## src/rtl/encrypt_arbiter.sv

```systemverilog
`default_nettype none
// ============================================================================
//  Module   : encrypt_arbiter
//  Purpose  : Round-robin scheduler sharing one encrypt_unit datapath between
//             N_REQ byte-stream requesters. Grants per packet (capped at
//             BURST bytes), drives the unit's en/din, and carries a tag
//             pipeline of PIPE_LAT stages so each encrypted byte comes back
//             labelled with its source id and last flag.
//  Ports    : clk, rst (async, active-low)
//             req_valid/req_data/req_last/req_ready : host-side byte streams
//             enc_en/enc_din -> encrypt_unit, enc_v/enc_dout <- encrypt_unit
//             out_valid/out_data/out_id/out_last    : encrypted byte stream
//             busy     : a grant is active
//             tag_err  : sticky, enc_v disagreed with the tag pipeline
//  Revision : 1.0 - initial release
// ============================================================================
module encrypt_arbiter #(
    parameter int N_REQ    = 4,
    parameter int BURST    = 8,
    parameter int PIPE_LAT = 2
) (
    input  logic                       clk,
    input  logic                       rst,
    input  logic [N_REQ-1:0]           req_valid,
    input  logic [8*N_REQ-1:0]         req_data,
    input  logic [N_REQ-1:0]           req_last,
    output logic [N_REQ-1:0]           req_ready,
    output logic                       enc_en,
    output logic [7:0]                 enc_din,
    input  logic                       enc_v,
    input  logic [7:0]                 enc_dout,
    output logic                       out_valid,
    output logic [7:0]                 out_data,
    output logic [$clog2(N_REQ)-1:0]   out_id,
    output logic                       out_last,
    output logic                       busy,
    output logic                       tag_err
);

    localparam int IDW = $clog2(N_REQ);

    typedef enum logic [0:0] {
        S_IDLE = 1'b0,
        S_BUSY = 1'b1
    } state_t;

    state_t           state_q, state_d;
    logic [IDW-1:0]   gnt_q, gnt_d;
    logic [IDW-1:0]   rr_ptr_q, rr_ptr_d;
    logic [7:0]       cnt_q, cnt_d;

    logic             transfer;
    logic             byte_last;
    logic [IDW-1:0]   sel_id;
    logic             sel_found;

    logic             tag_tv_q   [PIPE_LAT];
    logic [IDW-1:0]   tag_id_q   [PIPE_LAT];
    logic             tag_last_q [PIPE_LAT];
    logic             tag_err_q;

    // A byte closes the grant either because the packet ends or because the
    // burst budget is exhausted; both cases are reported downstream as last.
    assign byte_last = req_last[gnt_q] | (cnt_q == 8'(BURST - 1));
    assign transfer  = (state_q == S_BUSY) & req_valid[gnt_q];

    // Round-robin search starting just after the previously granted id.
    always_comb begin : p_select
        int          idx;
        logic [IDW-1:0] idx_id;
        idx       = 0;
        idx_id    = '0;
        sel_found = 1'b0;
        sel_id    = '0;
        for (int k = 1; k <= N_REQ; k++) begin
            idx    = (int'(rr_ptr_q) + k) % N_REQ;
            idx_id = IDW'(idx);
            if (!sel_found && req_valid[idx_id]) begin
                sel_found = 1'b1;
                sel_id    = idx_id;
            end
        end
    end

    always_ff @(posedge clk or negedge rst) begin
        if (!rst) begin
            state_q <= S_IDLE;
        end else begin
            state_q <= state_d;
        end
    end

    always_comb begin
        state_d   = state_q;
        gnt_d     = gnt_q;
        rr_ptr_d  = rr_ptr_q;
        cnt_d     = cnt_q;
        req_ready = '0;
        busy      = 1'b0;
        case (state_q)
            S_IDLE: begin
                if (sel_found) begin
                    gnt_d    = sel_id;
                    rr_ptr_d = sel_id;
                    cnt_d    = 8'd0;
                    state_d  = S_BUSY;
                end
            end
            S_BUSY: begin
                busy             = 1'b1;
                req_ready[gnt_q] = 1'b1;
                if (transfer) begin
                    cnt_d = cnt_q + 8'd1;
                    if (byte_last) begin
                        state_d = S_IDLE;
                    end
                end
            end
            default: state_d = S_IDLE;
        endcase
    end

    always_ff @(posedge clk or negedge rst) begin
        if (!rst) begin
            gnt_q    <= '0;
            rr_ptr_q <= IDW'(N_REQ - 1);
            cnt_q    <= 8'd0;
        end else begin
            gnt_q    <= gnt_d;
            rr_ptr_q <= rr_ptr_d;
            cnt_q    <= cnt_d;
        end
    end

    assign enc_en  = transfer;
    assign enc_din = transfer ? req_data[{gnt_q, 3'b000} +: 8] : 8'd0;

    // Tag pipeline: stage PIPE_LAT-1 lines up with the unit's enc_v.
    always_ff @(posedge clk or negedge rst) begin
        if (!rst) begin
            for (int i = 0; i < PIPE_LAT; i++) begin
                tag_tv_q[i]   <= 1'b0;
                tag_id_q[i]   <= '0;
                tag_last_q[i] <= 1'b0;
            end
        end else begin
            tag_tv_q[0]   <= transfer;
            tag_id_q[0]   <= gnt_q;
            tag_last_q[0] <= byte_last;
            for (int i = 1; i < PIPE_LAT; i++) begin
                tag_tv_q[i]   <= tag_tv_q[i-1];
                tag_id_q[i]   <= tag_id_q[i-1];
                tag_last_q[i] <= tag_last_q[i-1];
            end
        end
    end

    always_ff @(posedge clk or negedge rst) begin
        if (!rst) begin
            tag_err_q <= 1'b0;
        end else if (enc_v != tag_tv_q[PIPE_LAT-1]) begin
            tag_err_q <= 1'b1;
        end
    end

    assign tag_err = tag_err_q;

    // The encrypt_unit may not share our reset, so its result is masked
    // while rst is low to keep the outputs at their reset values.
    assign out_valid = rst & enc_v;
    assign out_data  = rst ? enc_dout : 8'd0;
    assign out_id    = out_valid ? tag_id_q[PIPE_LAT-1] : '0;
    assign out_last  = out_valid & tag_last_q[PIPE_LAT-1];

endmodule
`default_nettype wire

```

## config.mk

```make
export PLATFORM = sky130hd
export DESIGN_NAME = encrypt_arbiter
export DESIGN_NICKNAME = d
export VERILOG_FILES = /design/src/rtl/encrypt_arbiter.sv
export SDC_FILE = /design/constraint.sdc
export NUM_CORES = 1
export LEC_CHECK = 0
export BUFFER_PORTS_ARGS = -buffer_cell sky130_fd_sc_hd__buf_2
export CORE_AREA = 8 8 63 65
export DETAILED_ROUTE_END_ITERATION = 10
export DIE_AREA = 0 0 71 73
export PLACE_DENSITY = 0.93
export SYNTH_ARGS = -nofsm -noshare
export SYNTH_HDL_FRONTEND = slang
export SYNTH_SLANG_ARGS = --single-unit
```

## constraint.sdc

```tcl
create_clock -name clk -period 3 [get_ports clk]
set_input_delay 0.15 -clock clk [delete_from_list [all_inputs] [get_ports clk]]
set_output_delay 0.15 -clock clk [all_outputs]
set_load 0.02 [all_outputs]
```

==> metrics.md, run 1 <==
| Metric | Value |
|---|---|
| CTS sink count | 22 |
| Family with the most delay on the worst path | flip-flops |
| Vias in the first global route | about 1300 |
| Area leader, netlist | dfrtp_1 |
| Slew Viols, Final | 0 |
| Critical R2R Capture | cnt_q[2]$_DFFE_PN0P_ |
| Initial antenna violation count | 0 |
| Sequential share of power | 37.4% |
| Synth Instances | 128 |
| Antenna-violating nets left | 0 |
| WP buf/inv | 2 |
| Critical path's largest stage delay | 0.80 ns |
| Post-CTS setup repair buffer count | 0 |
| Slowest library cell on the worst path | dfrtp_1 |
| Crit path DAT | around 2.4 ns |
| YS warnings | 0 |
| Post-route cell area | 1810 um2 |
| FF+latch count, synth | 22 |
| Clk buf depth | 2 |
| Final std cells w/o fill | around 230 |
| Vias | 1310 |
| Sequential fraction of the synthesis area | 40.4% |
| Crit path depth | 4 |
| Area grow syn2layout | 32.0% |
| Placed cell count | 229 |
| FF-to-FF Start | gnt_q[0]$_DFFE_PN0P_ |
| Fmax | 395 MHz |
| Net Sw Power | 641 uW |
| Fraction of power spent switching nets | 41.7% |
| Xor and xnor area share after synthesis | 1.92% |
| Clock power frac | 14.5% |
| Leakage | 0.000939 uW |
| Worst VDD drop | 0.540 mV |
| Combinational Power Share | roughly half |
| DP HPWL | 3.21 mm |
| Internal power | 896 uW |
| Die width | a little over 70 um |
| Total gr overflow | 0 |
| Main combinational cell family by area after synthesis | simple AND/OR/NAND/NOR gates |
| Post-DP Area | 1750 um2 |
| Setup crit end kind | primary output |
| Critical Path Start | gnt_q[0]$_DFFE_PN0P_ |
| Total CTS buffers | 3 |
| Final hold vios | 0 |
| Post-synthesis mux area share | 18.7% |
| # fillers | 258 |
| Remaining DRCs | 0 |
| Setup TNS | 0 ns |
| CTS tree | yes |
| Drt wl/cell | 17.2 um |
| GPL Wtd Cong | roughly 0.80 |
| Die height | 73 um |
| Post-synth ARST share | 100% |
| Share of cells above drive strength 1 | between 40 and 50% |
| Mean Syn Cell Area | 10.7 um2 |
| Worst setup path category | flop to primary output |
| DR pass1 iterations | 4 |
| Synth Net Count | 180 |
| Global Route Usage Sum | 15.6% |
| Worst-path fanout max | 16 |
| Row count | 20 |
| Core ar. | 2950 um2 |
| Root buffer cell | clkbuf_4 |
| Status | finished, final reports clean |
| CP Data Required Time | ~2.9 ns |
| Largest net degree at the start of global routing | 35 |
| Setup WS pre-CTS | 0.789 ns |
| Power per standard cell area | 850 nW/um2 |
| Rel. slew slack | a little over half |
| Ant. Diodes | 0 |
| Yosys top cell area share | 36.5% |
| Startpoint Class | flop |
| Top post-synthesis cells by area | dfrtp_1 37%, mux4_2 12%, mux4_1 5.8%, and3_1 5.5%, and2_1 5.0% |
| Final setup margin | 0.469 ns |
| Overall routed net length | 4.01 mm |
| Total power | about 1500 uW |
| Fin crit share | 84.4% |
| Initial Util | 46.4% |
| CTS clk-pin slew, worst paths | 0.12 ns |
| Cell area after synthesis | 1370 um2 |
| Iter 0 DRT Violations | 81 |
| Clock Skews | around 0.0087 ns |
| Area share of and/or/nand/nor cells after synthesis | 22.9% |
| Worst Hold Class | input pin to flop |
| Post-synthesis compound-gate area fraction | 10.6% |
| R2R cell count | 5 |
| H-tree depth | 1 |
| IO Port Bufs | 77 |
| Skew-Pair Late Insertion Delay | 0.31 ns |
| Max-cap violations | 0 |
| Final #Nets | 254 |
| Slew @ Worst Pin | 0.687 ns |
| IO Count | between 70 and 80 |
| Die area | 5180 um2 |
| Crit-path cells | mux4_2 -> nand2_2 -> inv_1 -> buf_2 |
| Post-synth EDFFs | 0 |
| CTS resizes | 0 |
| RSZ-0062 raised after global routing | no |
| Ys flop type | dfrtp_1 |
| Critical Path End | enc_en |
| Reg2Reg Setup Slack | 0.76 ns |
| Post-synth cell types | 35 |
| Vias per inst | 5.60 |
| Post-synthesis adder-cell area fraction | 0.913% |
| Final setup violating endpoints | 0 |
| Min Tclk post-route | 2.53 ns |
| First-pass GRT wire length | 6.43 mm |
==> power groups by stage <==
stage	sequential (uW)	combinational, uW	clock (uW)
detailed placement	581	742	0
global route	597	800	247
floorplan	473	645	0
global placement	573	720	0
CTS	574	745	229
finish	575	740	222
==> metal layers <==
layer	wire (um)	track usage [%]	up-vias
met2	2120	27.8	56
met4	91	5.54	0
li1	-	-	625
met3	307	6.32	11
met5	0	0	-
met1	1500	16.2	618
==> registers in the layout (all words and copies together) (netlist names) <==
signal      count
cnt_q           8
gnt_q           2
rr_ptr_q        2
state_q         1
tag_err         1
tag_id_q        4
tag_last_q      2
tag_tv_q        2
==> repair_timing <==
action	CTS	global route
endpoints found under the setup margin	0	0
hold endpoints to repair	20	0
hold buffers	1	0
==> worst reg2reg max path, cell delays in order (launching register included) <==
cell and delay, ns:
dfrtp_1 0.80, mux4_2 0.71, nand2_2 0.24, inv_1 0.14, nand2_1 0.11, mux2i_1 0.17
==> cell type report <==
| class | instances | area (um2) | area share [%] |
|---|---|---|---|
| flip-flops and latches | 22 | 553 | 30.6 |
| multi-input cells | 94 | 754 | 41.7 |
| repair buffers | 78 | 395 | 21.9 |
| inverters | 3 | 11.3 | 0.623 |
| clock inverters | 1 | 30.0 | 1.66 |
| well taps | 33 | 41.3 | 2.28 |
| clock buffers | 3 | 22.5 | 1.25 |
==> stage by stage <==
stage               hold WS, ns  utilization (%)
finish                    0.118             61.2
CTS                       0.115             61.2
global route              0.111             61.2
floorplan                -0.146                -
global placement          0.174             59.1
detailed placement        0.177             59.1
==> Yosys cell counts, types with 3 or more instances <==
cell	count
inv_1	3
and3_1	12
nor2_1	7
nand3_1	4
nor3_1	4
a22oi_1	3
mux4_2	7
dfrtp_1	20
mux4_1	3
nand4_1	3
nand2_1	11
and2_1	11
clkbuf_1	5
==> placed cells by master, fill, tap and decap left out, types with 4 or more instances in the layout <==
| master | n |
|---|---|
| nand2_1 | 11 |
| nand3_1 | 4 |
| nor3_1 | 4 |
| dfrtp_1 | 20 |
| buf_2 | 77 |
| and3_1 | 12 |
| and2_1 | 11 |
| nor2_1 | 7 |
| mux4_2 | 7 |
==> kinds of logic (layout without fill, tap and decap cells) <==
| logic type | after synthesis | after routing |
|---|---|---|
| muxes | 12 | 12 |
| and+or+nand+nor | 59 | 59 |
| adders and majority gates | 1 | 1 |
| xor gates and xnor gates | 3 | 3 |
| buffers and inverters | 12 | 85 |
| DFF | 22 | 22 |
| AOI/OAI and AO/OA | 19 | 19 |
==> how the worst min path moves through the flow <==
stage | start | end | slack (ns) | cells past startpoint
after global placement | rst | tag_err$_DFFE_PN0P_ | 0.17 | 1
final | enc_v | tag_err$_DFFE_PN0P_ | 0.12 | 3
after CTS | enc_v | tag_err$_DFFE_PN0P_ | 0.11 | 3
after detailed placement | rst | tag_err$_DFFE_PN0P_ | 0.18 | 1
after global routing | enc_v | tag_err$_DFFE_PN0P_ | 0.11 | 3
after floorplan | rst | cnt_q[0]$_DFFE_PN0P_ | -0.15 | 0
Power figures use the tool's default switching activity.
==> run 2, diff against run 1 <==
Settings changed: ABC_AREA from default to 1, CORE_AREA 8 8 63 65 to 8 8 72 74, DIE_AREA 0 0 71 73 to 0 0 80 82, PLACE_DENSITY 0.93 to 0.84.
Clock period 3 ns to 2.3 ns, I/O delays scaled along.
==> metrics.md, run 2 <==
| Metric | Value |
|---|---|
| Synth Net Count | 288 (was 180) |
| Worst VDD drop | 0.778 mV (was 0.540 mV) |
| Final #Nets | 369 (was 254) |
| Fmax | 492 MHz |
| Power per standard cell area | 1210 nW/um2 (was 850 nW/um2) |
| Worst setup path category | flop to primary output (unchanged) |
| Clock power frac | 13.7% (was 14.5%) |
| Most frequent cells in the layout | 87 x nand2_1, 77 x buf_2, 31 x inv_1, 20 x dfrtp_1, 16 x nand3_1 (was 77 x buf_2, 20 x dfrtp_1, 12 x and3_1, 11 x and2_1, 11 x nand2_1) |
| Leakage | 0.00122 uW (was 0.000939 uW) |
| Global Route Usage Sum | 14.2% (was 15.6%) |
| Initial Util | 39.2% (was 46.4%) |
| Skew-Pair Late Insertion Delay | 0.26 ns (was 0.31 ns) |
| Post-CTS setup repair buffer count | 0 (unchanged) |
| IO Port Bufs | 77 (unchanged) |
| Total gr overflow | 0 (unchanged) |
| Top post-synthesis cells by count | 87 x nand2_1, 31 x inv_1, 20 x dfrtp_1, 16 x nand3_1, 12 x nor2_1 (was 20 x dfrtp_1, 12 x and3_1, 11 x and2_1, 11 x nand2_1) |
| Clock Skews | 0.00214 ns (was 0.00872 ns) |
| Startpoint Class | flop (unchanged) |
| Vias per inst | 4.88 (was 5.60) |
| H-tree depth | 1 (unchanged) |
| Max-cap violations | 0 (unchanged) |
| Core ar. | 4140 um2 (was 2950 um2) |
| Combinational Power Share | 59.9% (was 48.1%) |
| CTS clk-pin slew, worst paths | 0.08 ns (was 0.12 ns) |
| Share of cells above drive strength 1 | 35.4% (was 46.3%) |
| Overall routed net length | 4.50 mm (was 4.01 mm) |
| Crit path DAT | 1.92 ns (was 2.38 ns) |
| Remaining DRCs | 0 (unchanged) |
| Largest net degree at the start of global routing | 21 (was 35) |
| Slew Viols, Final | 0 (unchanged) |
| Post-synth EDFFs | 0 (unchanged) |
| Die height | 82 um (was 73 um) |
| Iter 0 DRT Violations | 70 (was 81) |
| CTS tree | yes (unchanged) |
| Most common cell after layout, fill and taps aside | nand2_1 (was buf_2) |
| Slew @ Worst Pin | 0.341 ns (was 0.687 ns) |
| Die width | 80 um (was 71 um) |
| Cell area after synthesis | 1620 um2 (was 1370 um2) |
| Total CTS buffers | 3 (unchanged) |
| Vias | 1796 (was 1310) |
| Synth Instances | 236 (was 128) |
| Crit-path cells | nand2_1 -> o2111ai_2 -> nand2_2 -> inv_1 -> buf_2 (was mux4_2 -> nand2_2 -> inv_1 -> buf_2) |
| DR pass1 iterations | 4 (unchanged) |
| Worst-path fanout max | 12 (was 16) |
| Yosys top cell area share | 30.8% (was 36.5%) |
| Final hold vios | 0 (unchanged) |
| Setup TNS | 0 ns (unchanged) |
| Status | finished, final reports clean (unchanged) |
| Ant. Diodes | 0 (unchanged) |
| YS warnings | 0 (unchanged) |
| FF+latch count, synth | 22 (unchanged) |
| GPL Wtd Cong | 0.890 (was 0.801) |
| Max FFs per register | 8 (unchanged) |
| Critical path's largest stage delay | 0.55 ns (was 0.80 ns) |
| Top-count cell post-synth | nand2_1 (was dfrtp_1) |
| First-pass GRT wire length | 7.58 mm (was 6.43 mm) |
| Final std cells w/o fill | 368 (was 234) |
| Family with the most delay on the worst path | flip-flops (unchanged) |
| Slowest library cell on the worst path | dfrtp_1 (unchanged) |
| Initial antenna violation count | 0 (unchanged) |
| Placed cell count | 363 (was 229) |
| IO Count | 78 (unchanged) |
| Drt wl/cell | 12.2 um (was 17.2 um) |
| Fin crit share | 88.3% |
| Mean Syn Cell Area | 6.88 um2 (was 10.7 um2) |
| Ys flop type | dfrtp_1 (unchanged) |
| Clk buf depth | 2 (unchanged) |
| Regs by FF count | cnt_q: 8 flops, tag_id_q: 4 flops (unchanged) |
| Utilization after layout | 51.5% (was 61.2%) |
| Die area | 6560 um2 (was 5180 um2) |
| Setup crit end kind | primary output (unchanged) |
| Net Sw Power | 1280 uW (was 641 uW) |
| Sequential fraction of the synthesis area | 34.1% (was 40.4%) |
| Rel. slew slack | 77.3% (was 54.2%) |
| Top post-synthesis cells by area | dfrtp_1 31%, nand2_1 20%, inv_1 7.2%, a31oi_2 6.2%, nand3_1 4.9% (was dfrtp_1 37%, mux4_2 12%, mux4_1 5.8%, and3_1 5.5%, and2_1 5.0%) |
| Root buffer cell | clkbuf_8 (was clkbuf_4) |
| Post-synth cell types | 28 (was 35) |
| Post-synth ARST share | 100% (unchanged) |
| Worst Hold Slack | 0.141 ns (was 0.118 ns) |
| Area grow syn2layout | 31.5% (was 32.0%) |
| Min Tclk post-route | approximately 2 ns |
| CP Data Required Time | 2.18 ns (was 2.85 ns) |
| Row count | 24 (was 20) |
| Sequential share of power | 26.4% (was 37.4%) |
| Area leader, netlist | dfrtp_1 (unchanged) |
| Antenna-violating nets left | 0 (unchanged) |
| Vias in the first global route | 1818 (was 1274) |
| Final setup violating endpoints | 0 (unchanged) |
| CTS sink count | 22 (unchanged) |
| Worst Hold Class | input pin to flop (unchanged) |
| WP buf/inv | 2 (unchanged) |
| Internal power | 1300 uW (was 896 uW) |
| Reg2Reg Setup Slack | 0.52 ns (was 0.76 ns) |
| Top reg by flops | cnt_q (unchanged) |
| RSZ-0062 raised after global routing | no (unchanged) |
| DP HPWL | 3.67 mm (was 3.21 mm) |
| Fraction of power spent switching nets | 49.5% (was 41.7%) |
-- run 2: changes by cell type in the layout (fill, tap and decap cells not counted), sizes merged, moves of 7 or more --
cell   before  now
nor2        7   16
nand4       3   10
nand2      12   90
and2       11    0
a31oi       0    8
nand3       4   18
and3       12    0
mux4       10    0
inv         3   36
-- run 2: final cells by class --
type                       instances  area [um2]
inverter                          37         141
timing repair buffer              84         440
clock buffer                       3        41.3
clock inverter                     1        30.0
multi-input combinational        169         865
sequential                        22         553
tap                               52        65.1
fill                             405        2010
-- run 2: cell families after synthesis --
family	share of synthesized area [%]
compound gates	15.0
simple gates	37.4
flops	34.1
buf+inv	12.7
fa+ha+maj	0.770
-- run 2: per-layer routing --
metal	GRT usage [%]	part of all wire, %
met1	16.0	42
met4	2.73	0.31
met2	23.6	45
met5	0	0
met3	7.22	13
-- run 2: final timing paths --
check                      depth (start not counted)                 endpoint                    start
hold reg to reg                                    0    tag_id_q[1]$_DFF_PN0_    tag_id_q[3]$_DFF_PN0_
setup / recovery                                   5                   enc_en     gnt_q[1]$_DFFE_PN0P_
hold / removal                                     3      tag_err$_DFFE_PN0P_                    enc_v
setup reg to reg                                  11     gnt_q[0]$_DFFE_PN0P_  rr_ptr_q[0]$_DFFE_PN1P_
max in group asynchronous                          3  rr_ptr_q[1]$_DFFE_PN1P_                      rst
min in group asynchronous                          2    tag_id_q[0]$_DFF_PN0_                      rst
-- run 2: power groups by stage --
stage	registers, uW	clock network (uW)	logic, uW
after floorplan	602	0	1230
after global placement	674	0	1510
after detailed placement	685	0	1540
after CTS	678	360	1560
after global routing	703	381	1730
final	680	352	1540
-- run 2: through the flow --
stage / power [uW] / setup WS (ns) / cell area (um2)
after detailed placement: 2220 / 0.535 / 2050
final: 2580 / 0.269 / 2140
after global routing: 2810 / 0.115 / 2140
after global placement: 2180 / 0.603 / 2050
after CTS: 2600 / 0.241 / 2140
after floorplan: 1840 / 0.670 / 1620
-- run 2: timing repair --
action / CTS / global route
endpoints found under the hold margin: 13 / 0
gates resized for setup: 0 / 0
hold buffers: 1 / 0
-- run 2: tightest hold or removal path: cells and delay by family --
kind,cells,cell delay (ns)
AO/OA/AOI/OAI,1,0.08
buffers and inverters,2,0.16
==> run 3, diff against run 2 <==
Settings changed: CORE_AREA 8 8 72 74 to 8 8 69 71, DIE_AREA 0 0 80 82 to 0 0 77 79, PLACE_DENSITY 0.84 to 0.87.
Clock period 2.3 ns to 2.1 ns, I/O delays scaled along.
==> metrics.md, run 3 (synthesis results as in run 2) <==
| Metric | Value |
|---|---|
| Status | finished, final reports clean (unchanged) |
| DR top layer | met4 (unchanged) |
| Startpoint Class | flop (unchanged) |
| DP HPWL | 3.78 mm (was 3.67 mm) |
| Initial Util | 42.8% (was 39.2%) |
| Critical path's largest stage delay | 0.53 ns (was 0.55 ns) |
| Drt wl/cell | 12.7 um (was 12.2 um) |
| RSZ-0062 raised after global routing | no (unchanged) |
| Final setup violating endpoints | 0 (unchanged) |
| Slew @ Worst Pin | 0.324 ns (was 0.341 ns) |
| Worst-path fanout max | 12 (unchanged) |
| Worst Hold Class | input pin to flop (unchanged) |
| CTS tree | yes (unchanged) |
| First-pass GRT wire length | 7.80 mm (was 7.58 mm) |
| CTS sink count | 22 (unchanged) |
| Share of cells above drive strength 1 | 35.4% (unchanged) |
| Initial antenna violation count | 0 (unchanged) |
| Max-cap violations | 0 (unchanged) |
| WP buf/inv | 1 (was 2) |
| Ant. Diodes | 0 (unchanged) |
| CTS resizes | 0 (unchanged) |
| Worst setup path category | flop to primary output (unchanged) |
| Total power | 2800 uW (was 2580 uW) |
| Placed cell count | 361 (was 363) |
| Total CTS buffers | 3 (unchanged) |
| Rel. slew slack | 78.2% (was 77.3%) |
| Remaining DRCs | 0 (unchanged) |
| DR pass1 iterations | 4 (unchanged) |
| Root buffer cell | clkbuf_8 (unchanged) |
| Min Tclk post-route | 1.94 ns |
| Most common cell after layout, fill and taps aside | nand2_1 (unchanged) |
| IO Port Bufs | 77 (unchanged) |
| Family with the most delay on the worst path | flip-flops (unchanged) |
| Skew-Pair Late Insertion Delay | 0.26 ns (about the same) |
| Iter 0 DRT Violations | 109 (was 70) |
| Slew Viols, Final | 0 (unchanged) |
| Critical R2R Capture | gnt_q[0]$_DFFE_PN0P_ (unchanged) |
| Crit path depth | 5 (unchanged) |
| Fin crit share | 92.3% |
| Total gr overflow | 0 (unchanged) |
| IO Count | 78 (unchanged) |
| Setup TNS | 0 ns (unchanged) |
| Most frequent cells in the layout | 87 x nand2_1, 77 x buf_2, 31 x inv_1, 20 x dfrtp_1, 16 x nand3_1 (unchanged) |
| Vias in the first global route | 1873 (was 1818) |
| Hold Path Stages | 3 (unchanged) |
| Top reg by flops | cnt_q (unchanged) |
| Die area | 6080 um2 (was 6560 um2) |
| Final #Nets | 369 (unchanged) |
| Slowest library cell on the worst path | dfrtp_1 (unchanged) |
| Global Route Usage Sum | 15.2% (was 14.2%) |
| Vias | 1831 (was 1796) |
| Vias per inst | 5.00 (was 4.88) |
| Setup crit end kind | primary output (unchanged) |
| Final std cells w/o fill | 366 (was 368) |
| Max FFs per register | 8 (unchanged) |
| Antenna-violating nets left | 0 (unchanged) |
| Met2 WL | 2.18 mm (was 2.01 mm) |
| Fmax | 516 MHz |
| Area grow syn2layout | 31.4% (was 31.5%) |
| Row count | 23 (was 24) |
| Power per standard cell area | 1310 nW/um2 (was 1210 nW/um2) |
| Regs by FF count | cnt_q: 8 flops, tag_id_q: 4 flops (unchanged) |
| Post-CTS setup repair buffer count | 0 (unchanged) |
| FF-to-FF Start | rr_ptr_q[0]$_DFFE_PN1P_ (unchanged) |
| Die width | 77 um (was 80 um) |
| Critical Path End | enc_din[1] (was enc_en) |
| Crit-path cells | nand2_1 -> o2111ai_2 -> nand2_2 -> a31oi_2 -> buf_2 (was nand2_1 -> o2111ai_2 -> nand2_2 -> inv_1 -> buf_2) |
| Setup WS pre-CTS | 0.341 ns (was 0.535 ns) |
| Crit path DAT | 1.83 ns (was 1.92 ns) |
| Core ar. | 3800 um2 (was 4140 um2) |
| Reg2Reg Setup Slack | 0.32 ns (was 0.52 ns) |
| Overall routed net length | 4.64 mm (was 4.50 mm) |
| Worst VDD drop | 0.975 mV (was 0.778 mV) |
| CTS clk-pin slew, worst paths | 0.08 ns (about the same) |
| Die height | 79 um (was 82 um) |
| Wire length on met3 | 450 um (was 571 um) |
| R2R cell count | 11 (unchanged) |
| CP Data Required Time | 2.00 ns (was 2.18 ns) |
| Largest net degree at the start of global routing | 17 (was 21) |
| Final hold vios | 0 (unchanged) |
| Leakage | 0.00122 uW (unchanged) |
| Clock Skews | 0.00247 ns (was 0.00214 ns) |
| GPL Wtd Cong | 0.838 (was 0.890) |
| Clk buf depth | 2 (unchanged) |
| Critical Path Start | gnt_q[0]$_DFFE_PN0P_ (was gnt_q[1]$_DFFE_PN0P_) |
| Final setup margin | 0.163 ns (was 0.269 ns) |
| Wl on met1 | 1.91 mm (was 1.90 mm) |
| H-tree depth | 1 (unchanged) |
[run 3: cell counts in the layout (fill, tap and decap cells not counted)]
Identical to the previous run, type by type.
[run 3: cell type report]
class / count / area [um2]
Inverter: 37 / 141
Fill cell: 368 / 1670
Multi-Input combinational cell: 169 / 865
Clock inverter: 1 / 30.0
Sequential cell: 22 / 553
Timing Repair Buffer: 84 / 440
Tap cell: 50 / 62.6
Clock buffer: 3 / 41.3
[run 3: power by group]
| part | switching [uW] | internal (uW) |
|---|---|---|
| clock network | 140 | 255 |
| registers | 156 | 588 |
| logic | 1090 | 578 |
[run 3: metrics by stage]
stage	util [%]	cell area [um2]	hold slack (ns)
2_1_floorplan	-	1620	-0.191
3_3_place_gp	54.0	2050	-0.00775
3_5_place_dp	54.0	2050	0.000803
4_1_cts	56.2	2130	0.114
5_1_grt	56.2	2130	0.142
6_report	56.2	2130	0.121
[run 3: repair_timing]
action / CTS / global route
setup endpoints to repair: 0 / 0
hold buffers: 1 / 0
endpoints found under the hold margin: 6 / 0
[run 3: layer usage]
layer | vias up | GRT usage (%)
met1 | 817 | 16.4
met4 | 0 | 6.60
li1 | 923 | -
met2 | 81 | 26.1
met5 | - | 0
met3 | 10 | 5.87
[run 3: worst min path at each step]
stage / startpoint / to / slack [ns]
global placement: rst / cnt_q[4]$_DFFE_PN0P_ / -0.008
floorplan: rst / cnt_q[0]$_DFFE_PN0P_ / -0.19
CTS: req_last[3] / tag_last_q[1]$_DFF_PN0_ / 0.11
finish: req_last[3] / tag_last_q[1]$_DFF_PN0_ / 0.12
global route: req_last[2] / tag_last_q[1]$_DFF_PN0_ / 0.14
detailed placement: rst / cnt_q[5]$_DFFE_PN0P_ / 0.0008
[run 3: tightest hold or removal path: stages]
cell and delay (ns):
buf_2 0.08, nand2_1 0.04, o2111ai_1 0.11
